--- config.mk ---
export PLATFORM = sky130hd
export DESIGN_NAME = hash160_arbiter_flat
export DESIGN_NICKNAME = d
export VERILOG_FILES = /design/src/rtl/hash160_arbiter_pkg.sv /design/src/rtl/hash160_arbiter_if.sv /design/src/rtl/hash160_arbiter_rr_arbiter.sv /design/src/rtl/hash160_arbiter.sv /design/src/flat_wrapper.sv
export SDC_FILE = /design/constraint.sdc
export NUM_CORES = 1
export LEC_CHECK = 0
export ABC_AREA = 1
export ABC_CLOCK_PERIOD_IN_PS = 2200
export CAP_MARGIN = 10
export CELL_PAD_IN_SITES_DETAIL_PLACEMENT = 1
export CELL_PAD_IN_SITES_GLOBAL_PLACEMENT = 2
export CORE_ASPECT_RATIO = 0.5
export CORE_UTILIZATION = 26
export DETAILED_ROUTE_END_ITERATION = 7
export PLACE_DENSITY = 0.91
export SKIP_LAST_GASP = 1
export SLEW_MARGIN = 20
export SYNTH_ARGS = -nofsm -noshare
export SYNTH_HDL_FRONTEND = slang
export SYNTH_SLANG_ARGS = --single-unit
--- constraint.sdc ---
create_clock -name clk -period 2.2 [get_ports clk]
set_clock_uncertainty 0.05 [all_clocks]
set_input_delay 0.55 -clock clk [delete_from_list [all_inputs] [get_ports clk]]
set_output_delay 0.55 -clock clk [all_outputs]
set_load 0.1 [all_outputs]
--- src/rtl/hash160_arbiter_pkg.sv ---
// Shared constants for the hash160 arbiter slice: core geometry, counter widths
// and the encoded FSM states.
package hash160_pkg;

  localparam int DIGEST_W    = 160;
  localparam int BLOCK_BYTES = 64;
  localparam int ANS_BEATS   = 10;
  localparam int ANS_W       = 16;
  localparam int BYTE_CNT_W  = $clog2(BLOCK_BYTES);
  localparam int BEAT_CNT_W  = $clog2(ANS_BEATS);

  localparam logic [2:0] ST_IDLE    = 3'd0;
  localparam logic [2:0] ST_FEED    = 3'd1;
  localparam logic [2:0] ST_WAIT    = 3'd2;
  localparam logic [2:0] ST_COLLECT = 3'd3;
  localparam logic [2:0] ST_RESP    = 3'd4;

endpackage

--- src/rtl/hash160_arbiter_if.sv ---
// Bundle of requester, core and result signals around the hash160 arbiter.
// master = the arbiter itself, slave = clients, core and result consumer.
interface hash160_arbiter_if
  import hash160_pkg::*;
#(
  parameter int NUM_REQ = 4,
  parameter int ID_W    = 2
) ();

  logic [NUM_REQ-1:0]   req;
  logic [NUM_REQ*8-1:0] req_text;
  logic [NUM_REQ-1:0]   gnt;
  logic                 core_rst;
  logic                 core_i_valid;
  logic [7:0]           core_i_text;
  logic                 core_o_valid;
  logic [ANS_W-1:0]     core_o_answer;
  logic                 res_valid;
  logic [ID_W-1:0]      res_id;
  logic                 res_err;
  logic [DIGEST_W-1:0]  res_digest;
  logic                 res_ready;

  modport master (
    input  req, req_text, core_o_valid, core_o_answer, res_ready,
    output gnt, core_rst, core_i_valid, core_i_text,
           res_valid, res_id, res_err, res_digest
  );

  modport slave (
    output req, req_text, core_o_valid, core_o_answer, res_ready,
    input  gnt, core_rst, core_i_valid, core_i_text,
           res_valid, res_id, res_err, res_digest
  );

endinterface

--- src/rtl/hash160_arbiter_rr_arbiter.sv ---
// Combinational round-robin picker: first set request at or after the pointer,
// wrapping around; returns both a one-hot grant and the winning index.
module rr_arbiter #(
  parameter int NUM_REQ = 4,
  parameter int ID_W    = 2
) (
  input  logic [NUM_REQ-1:0] i_req,
  input  logic [ID_W-1:0]    i_ptr,
  output logic [NUM_REQ-1:0] o_gnt,
  output logic [ID_W-1:0]    o_idx,
  output logic               o_any
);

  logic [ID_W:0]   w_sum;
  logic [ID_W-1:0] w_pos;

  // One extra bit on the sum lets the wrap work for non power-of-two counts.
  always_comb begin
    o_gnt = '0;
    o_idx = '0;
    o_any = 1'b0;
    w_sum = '0;
    w_pos = '0;
    for (int k = 0; k < NUM_REQ; k++) begin
      w_sum = {1'b0, i_ptr} + (ID_W+1)'(k);
      if (w_sum >= (ID_W+1)'(NUM_REQ)) w_sum = w_sum - (ID_W+1)'(NUM_REQ);
      w_pos = w_sum[ID_W-1:0];
      if (!o_any && i_req[w_pos]) begin
        o_any = 1'b1;
        o_idx = w_pos;
      end
    end
    if (o_any) o_gnt[o_idx] = 1'b1;
  end

endmodule

--- src/rtl/hash160_arbiter.sv ---
// Time-shares one hash160 core between NUM_REQ clients: grant, stream a block,
// watch the core with a watchdog, gather the digest and hand it back.
module hash160_arbiter
  import hash160_pkg::*;
#(
  parameter int NUM_REQ = 4,
  parameter int ID_W    = 2,
  parameter int TIMEOUT = 1024
) (
  input logic         clk,
  input logic         rst,
  hash160_arbiter_if.master bus
);

  localparam int WD_W = (TIMEOUT > 1) ? $clog2(TIMEOUT) : 1;

  logic [2:0]            r_state;
  logic [ID_W-1:0]       r_ptr;
  logic [ID_W-1:0]       r_cur_id;
  logic [BYTE_CNT_W-1:0] r_byte_cnt;
  logic [WD_W-1:0]       r_wd_cnt;
  logic [BEAT_CNT_W-1:0] r_beat_cnt;
  logic [NUM_REQ-1:0]    r_gnt;
  logic                  r_core_rst;
  logic                  r_core_i_valid;
  logic [7:0]            r_core_i_text;
  logic                  r_res_valid;
  logic                  r_res_err;
  logic [ID_W-1:0]       r_res_id;
  logic [DIGEST_W-1:0]   r_digest;

  logic [NUM_REQ-1:0]    w_arb_gnt;
  logic [ID_W-1:0]       w_arb_idx;
  logic                  w_arb_any;
  logic [7:0]            w_lane;
  logic [ID_W-1:0]       w_ptr_next;

  rr_arbiter #(.NUM_REQ(NUM_REQ), .ID_W(ID_W)) u_rr (
    .i_req (bus.req),
    .i_ptr (r_ptr),
    .o_gnt (w_arb_gnt),
    .o_idx (w_arb_idx),
    .o_any (w_arb_any)
  );

  assign w_lane     = bus.req_text[{r_cur_id, 3'b000} +: 8];
  assign w_ptr_next = (r_cur_id == ID_W'(NUM_REQ-1)) ? '0 : r_cur_id + ID_W'(1);

  // core_rst and core_i_valid are single-cycle strobes, cleared unless re-armed.
  always_ff @(posedge clk) begin
    if (rst) begin
      r_state        <= ST_IDLE;
      r_ptr          <= '0;
      r_cur_id       <= '0;
      r_byte_cnt     <= '0;
      r_wd_cnt       <= '0;
      r_beat_cnt     <= '0;
      r_gnt          <= '0;
      r_core_rst     <= 1'b0;
      r_core_i_valid <= 1'b0;
      r_core_i_text  <= '0;
      r_res_valid    <= 1'b0;
      r_res_err      <= 1'b0;
      r_res_id       <= '0;
      r_digest       <= '0;
    end else begin
      r_core_rst     <= 1'b0;
      r_core_i_valid <= 1'b0;
      case (r_state)
        ST_IDLE: begin
          if (w_arb_any) begin
            r_cur_id   <= w_arb_idx;
            r_gnt      <= w_arb_gnt;
            r_byte_cnt <= '0;
            r_digest   <= '0;
            r_state    <= ST_FEED;
          end
        end
        ST_FEED: begin
          r_core_i_text  <= w_lane;
          r_core_i_valid <= (r_byte_cnt == '0);
          r_byte_cnt     <= r_byte_cnt + BYTE_CNT_W'(1);
          if (r_byte_cnt == BYTE_CNT_W'(BLOCK_BYTES-1)) begin
            r_gnt    <= '0;
            r_wd_cnt <= '0;
            r_state  <= ST_WAIT;
          end
        end
        ST_WAIT: begin
          if (bus.core_o_valid) begin
            r_digest   <= {r_digest[DIGEST_W-ANS_W-1:0], bus.core_o_answer};
            r_beat_cnt <= BEAT_CNT_W'(1);
            r_state    <= ST_COLLECT;
          end else if (r_wd_cnt == WD_W'(TIMEOUT-1)) begin
            r_core_rst  <= 1'b1;
            r_res_err   <= 1'b1;
            r_digest    <= '0;
            r_res_id    <= r_cur_id;
            r_res_valid <= 1'b1;
            r_state     <= ST_RESP;
          end else begin
            r_wd_cnt <= r_wd_cnt + WD_W'(1);
          end
        end
        ST_COLLECT: begin
          if (bus.core_o_valid) begin
            r_digest   <= {r_digest[DIGEST_W-ANS_W-1:0], bus.core_o_answer};
            r_beat_cnt <= r_beat_cnt + BEAT_CNT_W'(1);
            if (r_beat_cnt == BEAT_CNT_W'(ANS_BEATS-1)) begin
              r_res_err   <= 1'b0;
              r_res_id    <= r_cur_id;
              r_res_valid <= 1'b1;
              r_state     <= ST_RESP;
            end
          end
        end
        ST_RESP: begin
          if (bus.res_ready) begin
            r_res_valid <= 1'b0;
            r_ptr       <= w_ptr_next;
            r_state     <= ST_IDLE;
          end
        end
        default: r_state <= ST_IDLE;
      endcase
    end
  end

  assign bus.gnt          = r_gnt;
  assign bus.core_rst     = r_core_rst;
  assign bus.core_i_valid = r_core_i_valid;
  assign bus.core_i_text  = r_core_i_text;
  assign bus.res_valid    = r_res_valid;
  assign bus.res_id       = r_res_id;
  assign bus.res_err      = r_res_err;
  assign bus.res_digest   = r_digest;

endmodule

--- src/flat_wrapper.sv ---
// flat-port wrapper written by rule: the top's interface ports become plain ports
module hash160_arbiter_flat import hash160_pkg::*;
#(
  parameter int NUM_REQ = 4,
  parameter int ID_W    = 2,
  parameter int TIMEOUT = 1024
)
  (clk, rst, bus_req, bus_req_text, bus_core_o_valid, bus_core_o_answer, bus_res_ready, bus_gnt, bus_core_rst, bus_core_i_valid, bus_core_i_text, bus_res_valid, bus_res_id, bus_res_err, bus_res_digest);
  hash160_arbiter_if #(.NUM_REQ(NUM_REQ), .ID_W(ID_W)) bus_i ();
  input logic clk;
  input logic rst;
  input wire logic [$bits(bus_i.req)-1:0] bus_req;
  input wire logic [$bits(bus_i.req_text)-1:0] bus_req_text;
  input wire logic [$bits(bus_i.core_o_valid)-1:0] bus_core_o_valid;
  input wire logic [$bits(bus_i.core_o_answer)-1:0] bus_core_o_answer;
  input wire logic [$bits(bus_i.res_ready)-1:0] bus_res_ready;
  output wire logic [$bits(bus_i.gnt)-1:0] bus_gnt;
  output wire logic [$bits(bus_i.core_rst)-1:0] bus_core_rst;
  output wire logic [$bits(bus_i.core_i_valid)-1:0] bus_core_i_valid;
  output wire logic [$bits(bus_i.core_i_text)-1:0] bus_core_i_text;
  output wire logic [$bits(bus_i.res_valid)-1:0] bus_res_valid;
  output wire logic [$bits(bus_i.res_id)-1:0] bus_res_id;
  output wire logic [$bits(bus_i.res_err)-1:0] bus_res_err;
  output wire logic [$bits(bus_i.res_digest)-1:0] bus_res_digest;
  assign bus_i.req = bus_req;
  assign bus_i.req_text = bus_req_text;
  assign bus_i.core_o_valid = bus_core_o_valid;
  assign bus_i.core_o_answer = bus_core_o_answer;
  assign bus_i.res_ready = bus_res_ready;
  assign bus_gnt = bus_i.gnt;
  assign bus_core_rst = bus_i.core_rst;
  assign bus_core_i_valid = bus_i.core_i_valid;
  assign bus_core_i_text = bus_i.core_i_text;
  assign bus_res_valid = bus_i.res_valid;
  assign bus_res_id = bus_i.res_id;
  assign bus_res_err = bus_i.res_err;
  assign bus_res_digest = bus_i.res_digest;
  hash160_arbiter #(.NUM_REQ(NUM_REQ), .ID_W(ID_W), .TIMEOUT(TIMEOUT)) u_core (.clk(clk), .rst(rst), .bus(bus_i));
endmodule
==> results of run 1 <==
[worst register-to-register path: cells and delay by family (launching register included)]
family                 cells  cell delay (ns)
and+or+nand+nor            8             0.73
buffers and inverters      4             0.64
DFF                        1             0.38
AOI/OAI and AO/OA          1             0.10
[metal layers]
layer | wire length, um | vias to the layer above
met4 | 777 | 0
met3 | 717 | 47
li1 | - | 4931
met2 | 15900 | 79
met1 | 14600 | 4383
met5 | 0 | -
[worst min-delay path by stage]
stage,startpoint,to,slack (ns),cells past startpoint
floorplan,u_core.r_byte_cnt[3],u_core.bus.core_i_valid,0.37,1
global placement,u_core.r_byte_cnt[3],u_core.bus.core_i_valid,0.39,1
detailed placement,u_core.r_byte_cnt[3],u_core.bus.core_i_valid,0.40,1
CTS,rst,u_core.r_state[0],0.39,4
global route,rst,u_core.r_state[0],0.40,4
finish,rst,u_core.r_state[0],0.39,4
[cells by family after synthesis]
kind of cell,after synthesis
and+or+nand+nor,679
buffers and inverters,296
AOI/OAI and AO/OA,232
DFF,205
muxes,8
adders and majority gates,6
xor gates and xnor gates,4
[synth_stat cells (3+ instances only)]
master / number / area share (%)
nand4_1: 18 / 1.2
nand2_2: 4 / 0.26
nor2_2: 5 / 0.33
nand3_1: 34 / 1.8
a21oi_1: 44 / 2.3
dfxtp_1: 205 / 43
inv_1: 208 / 8.2
buf_2: 13 / 0.69
o21ai_1: 141 / 7.4
o221ai_1: 8 / 0.74
inv_2: 5 / 0.20
xor2_1: 3 / 0.28
clkbuf_1: 44 / 1.7
nor3_1: 8 / 0.42
nor2_1: 345 / 14
o21ai_0: 38 / 2.0
buf_4: 7 / 0.55
mux2i_1: 8 / 0.84
buf_6: 14 / 1.7
ha_1: 6 / 0.79
buf_1: 5 / 0.20
nand2_1: 255 / 10
[state kept, by name (all words and copies together), names as in the netlist, 3 cells and up]
register,count
u_core.bus.res_digest,160
u_core.r_wd_cnt,10
u_core.bus.core_i_text,8
u_core.r_byte_cnt,6
u_core.bus.gnt,4
u_core.r_beat_cnt,4
u_core.r_state,3
[stage by stage]
step,setup TNS [ns],setup WS [ns]
finish,0,0.178
global route,-0.00710,-0.00710
CTS,0,0.105
detailed placement,-54.96,-0.398
global placement,-49.09,-0.344
floorplan,0,0.309
[final cells by class]
class	instances	area, sq um	share of cell area (%)
clock inverters	6	97.6	0.743
clock buffers	33	633	4.82
well taps	484	606	4.61
flip-flops and latches	205	4110	31.3
multi-input cells	929	4140	31.5
inverters	213	802	6.11
repair buffers	322	2750	21.0
[repair_timing]
item / CTS / global route
resized for setup: 0 / 9
setup buffers: 0 / 2
endpoints found under the setup margin: 0 / 116
==> metrics.txt, run 1 <==
I/O pins 234; clock slew at reported path FFs 0.06 ns; crit-path most repeated cell nand2_1; fin cells 2192; die span in x 272 um; Mapped Area 9480 sq um; status complete, but fails checks; Routed Antenna Nets 0; Synth async-reset ratio 0%; Slowest-stage cell, CP dfxtp_2; final setup fails 0; mux cell area share after synthesis 0.845%; crit-path max cell delay 0.38 ns; critical path fanouts, max 28; RD Place Congestion 0.794; detailed placement HPWL 23700 um; Synth Area in Simple Gates 28.8%; Synth Register Bits 205; Post-Synth Adder-Cell Area 0.792%; data arrival time of the critical path 2.37 ns; fin. max-slew vios 0; Buf+Inv Stages, Crit Path 4; initial drt markers 411; Root Buffer clkbuf_16; Worst path depth 13; Post-Syn Instances 1430; CTS Buf Count 23; reg2reg path depth 13; die area 37300 sq um; Synth-to-Final Area Change 38.5%; area fraction in compound gates after synthesis 12.6%; largest family of logic cells by synthesized area simple AND/OR/NAND/NOR gates; Final Cell Area 13100 sq um; crit path from u_core.r_ptr[0]; drt total wl 32000 um; Vias 9440; initial antenna violation count 0; Placed Cells 2150; crit-path cells buf_4 -> nand2_1 -> nand2_1 -> and2_4 -> nand3_1 -> inv_2 -> nand2_4 -> nand3_4 -> buf_12 -> buf_16 -> nand2_1 -> o21ai_1 -> nor2_1; layout cells sized above 1 18.9%; max frequency 0.494 GHz; sequential fraction of the synthesis area 43.3%; Filler Cell Count 4561; Synth cell types 32; RSZ-0062 raised after global routing true; Buffers on Ports 233; Final Critical Period 2.02 ns; min-delay worst type input port to flop; placed cell area 12300 sq um; crit start category flop; Total GRT Usage 16.8%; DR pass1 iterations 6; Clock Latency Late Sink 0.54 ns; EDFF count, synth 0; Final Cycle Share 91.9%; Die Y 137 um; Initial Utilization 26.4%; Mean Syn Cell Area 6.63 sq um; cts hold-fix bufs 0; clk sink count 205; num rows 49; failing checks design-rule violations; Top Family by Delay on Critical Path simple AND/OR/NAND/NOR gates; Slew HR 46.8%; final hold slack 0.387 ns; end point of the critical path u_core.bus.res_digest[68]; fin util 36.6%; met3 Use GR 2.35%; predominant post-synthesis flop cell dfxtp_1; CORE AREA 35900 sq um; TritonCTS clock tree done; R2R setup slack 0.18 ns; Antenna Cells 0; routed len/inst 14.6 um; number of remaining DRC errors 2; YS warnings 0; vias in the first global route 9286; Overflow after GRT 0; H-Tree Depth 1; Post-layout nets 1756; crit end category flop; most common cell after layout, fill and taps aside nor2_1; vias per inst 4.31; largest net degree at the start of global routing 161; GR Util met2 30.2%; met1 Use GR 21.1%; Final Hold Fails 0; Max Cap Viol 0; busiest grt layer met2; Crit Path Class flop to flop; first-pass GRT wire length 50100 um; most frequent cells in the layout nor2_1, buf_4, nand2_1; worst reg2reg startpoint u_core.r_ptr[0]; Post-Syn Nets 1492; CTS Buffer Depth 3; Critical Path RT 2.54 ns; worst-margin pin slew 0.798 ns; post-synthesis xor/xnor area fraction 0.370%; Worst R2R End u_core.bus.res_digest[68]
Power of run 1 is not shown: default switching activity piles up to over one toggle a cycle in this logic, so the estimate is an artifact.
==> inputs of run 2 (changes only) <==
ABC_CLOCK_PERIOD_IN_PS = 1700   (was 2200)
CORE_ASPECT_RATIO = not set   (was 0.5)
CORE_UTILIZATION = 24   (was 26)
CTS_CLUSTER_DIAMETER = 60   (was not set)
PLACE_DENSITY = 0.89   (was 0.91)
clock period = 1.7 ns   (was 2.2 ns; I/O delays follow)
==> run 2 against run 1 <==
The run ends with negative setup slack left. Critical path depth grew 1. Worst hold slack gained 0.041 ns. Critical endpoint is now u_core.bus.res_digest[6]. Clock-buffer cell count grew 5. Flip-flop and latch count is the same. Sequential share of layout area shrank 7.3 points. Fmax grew 0.55%. Design area grew 32%. Die area grew 8.1%. First-iteration DRC count shrank 27%.
==> metrics.txt, run 2 (same netlist as run 1, synthesis figures left out) <==
crit start category flop; Max Cap Viol 0; Post-layout nets 1811; die area 40300 sq um; worst-margin pin slew 0.418 ns; num rows 72; TritonCTS clock tree done; number of remaining DRC errors 0; Initial Utilization 24.4%; clk sink count 205; crit end category flop; final hold slack 0.428 ns; Final Cycle Share 118%; Vias 10400; drt total wl 40900 um; failing checks negative setup slack; max frequency 0.497 GHz; most frequent cells in the layout nor2_1, inv_1, buf_12; largest net degree at the start of global routing 58; RSZ-0062 raised after global routing true; detailed placement HPWL 26800 um; Total GRT Usage 18.8%; data arrival time of the critical path 2.39 ns; Slowest-stage cell, CP dfxtp_4; placed cell area 14700 sq um; status complete, but fails checks; Final Hold Fails 0; RD Place Congestion 0.813; vias in the first global route 10900; fin. max-slew vios 0; vias per inst 4.53; CORE AREA 38800 sq um; clock slew at reported path FFs 0.05 ns; routed len/inst 17.9 um; CTS Buffer Depth 3; Filler Cell Count 4472; Final Critical Period 2.01 ns; most common cell after layout, fill and taps aside nor2_1; initial drt markers 298; Critical Path RT 2.08 ns; crit-path cells buf_6 -> nand2_2 -> nand2_2 -> nand2_2 -> nand2_2 -> nand3_4 -> inv_4 -> nand2_4 -> nand3_4 -> buf_12 -> clkbuf_16 -> nand2_1 -> o21ai_1 -> nor2_1; I/O pins 234; final setup fails 176; layout cells sized above 1 31.7%; Final Cell Area 17300 sq um; die span in x 201 um; Die Y 201 um; Buffers on Ports 233; Crit Path Class flop to flop; DR pass1 iterations 6; Routed Antenna Nets 0; Buf+Inv Stages, Crit Path 4; Top Family by Delay on Critical Path simple AND/OR/NAND/NOR gates; CTS Buf Count 29; min-delay worst type flop to flop; Root Buffer clkbuf_16; crit-path max cell delay 0.40 ns; critical path fanouts, max 8; Clock Latency Late Sink 0.55 ns; Slew HR 72.1%; number of flip-flops under the largest register name 160; crit-path most repeated cell nand2_2; initial antenna violation count 3; H-Tree Depth 1; Synth-to-Final Area Change 82.3%; first-pass GRT wire length 60400 um; Overflow after GRT 0; Worst Slack Setup Final -0.311 ns
[run 2: through the flow]
stage | utilization (%) | setup WS (ns) | TNS, ns | std cells
after CTS | 42.0 | -0.279 | -35.44 | 2265
after global placement | 37.9 | -0.714 | -119.54 | 2190
after global routing | 44.5 | -0.409 | -59.61 | 2289
final | 44.5 | -0.311 | -39.70 | 2289
after floorplan | - | -0.0370 | -5.32 | 1430
after detailed placement | 37.9 | -0.766 | -126.19 | 2190
[run 2: final timing paths]
check	startpoint	end	slack (ns)	cells past startpoint
max	u_core.r_ptr[0]	u_core.bus.res_digest[6]	-0.31	14
min	u_core.r_byte_cnt[3]	u_core.bus.core_i_valid	0.43	1
max reg2reg	u_core.r_ptr[0]	u_core.bus.res_digest[6]	-0.31	14
min reg2reg	u_core.r_byte_cnt[3]	u_core.bus.core_i_valid	0.43	1
[run 2: what timing repair did]
action | 4_1_cts | 5_1_grt
pin swaps | 6 | 32
gates resized for setup | 85 | 177
hold buffers | 1 | 0
hold endpoints to repair | 1 | 0
setup buffers | 15 | 9
gates cloned | 9 | 16
setup endpoints to repair | 191 | 198
[run 2: metal layers]
layer	vias up	GRT usage [%]	part of all wire [%]
met5	-	0	0
met4	0	6.19	2.6
met3	63	3.93	4.6
met2	203	33.6	51
met1	5037	22.1	42
li1	5061	-	-
[run 2: area by class of cell]
| cell class | count | area, sq um | area share (%) |
|---|---|---|---|
| tap | 518 | 648 | 3.75 |
| clock inverter | 12 | 143 | 0.825 |
| antenna | 3 | 7.51 | 0.0434 |
| multi-input combinational | 929 | 4820 | 27.9 |
| inverter | 213 | 815 | 4.71 |
| clock buffer | 38 | 790 | 4.57 |
| sequential | 205 | 4130 | 23.9 |
| timing repair buffer | 371 | 5920 | 34.3 |
Power of run 2 is left out for the same reason.
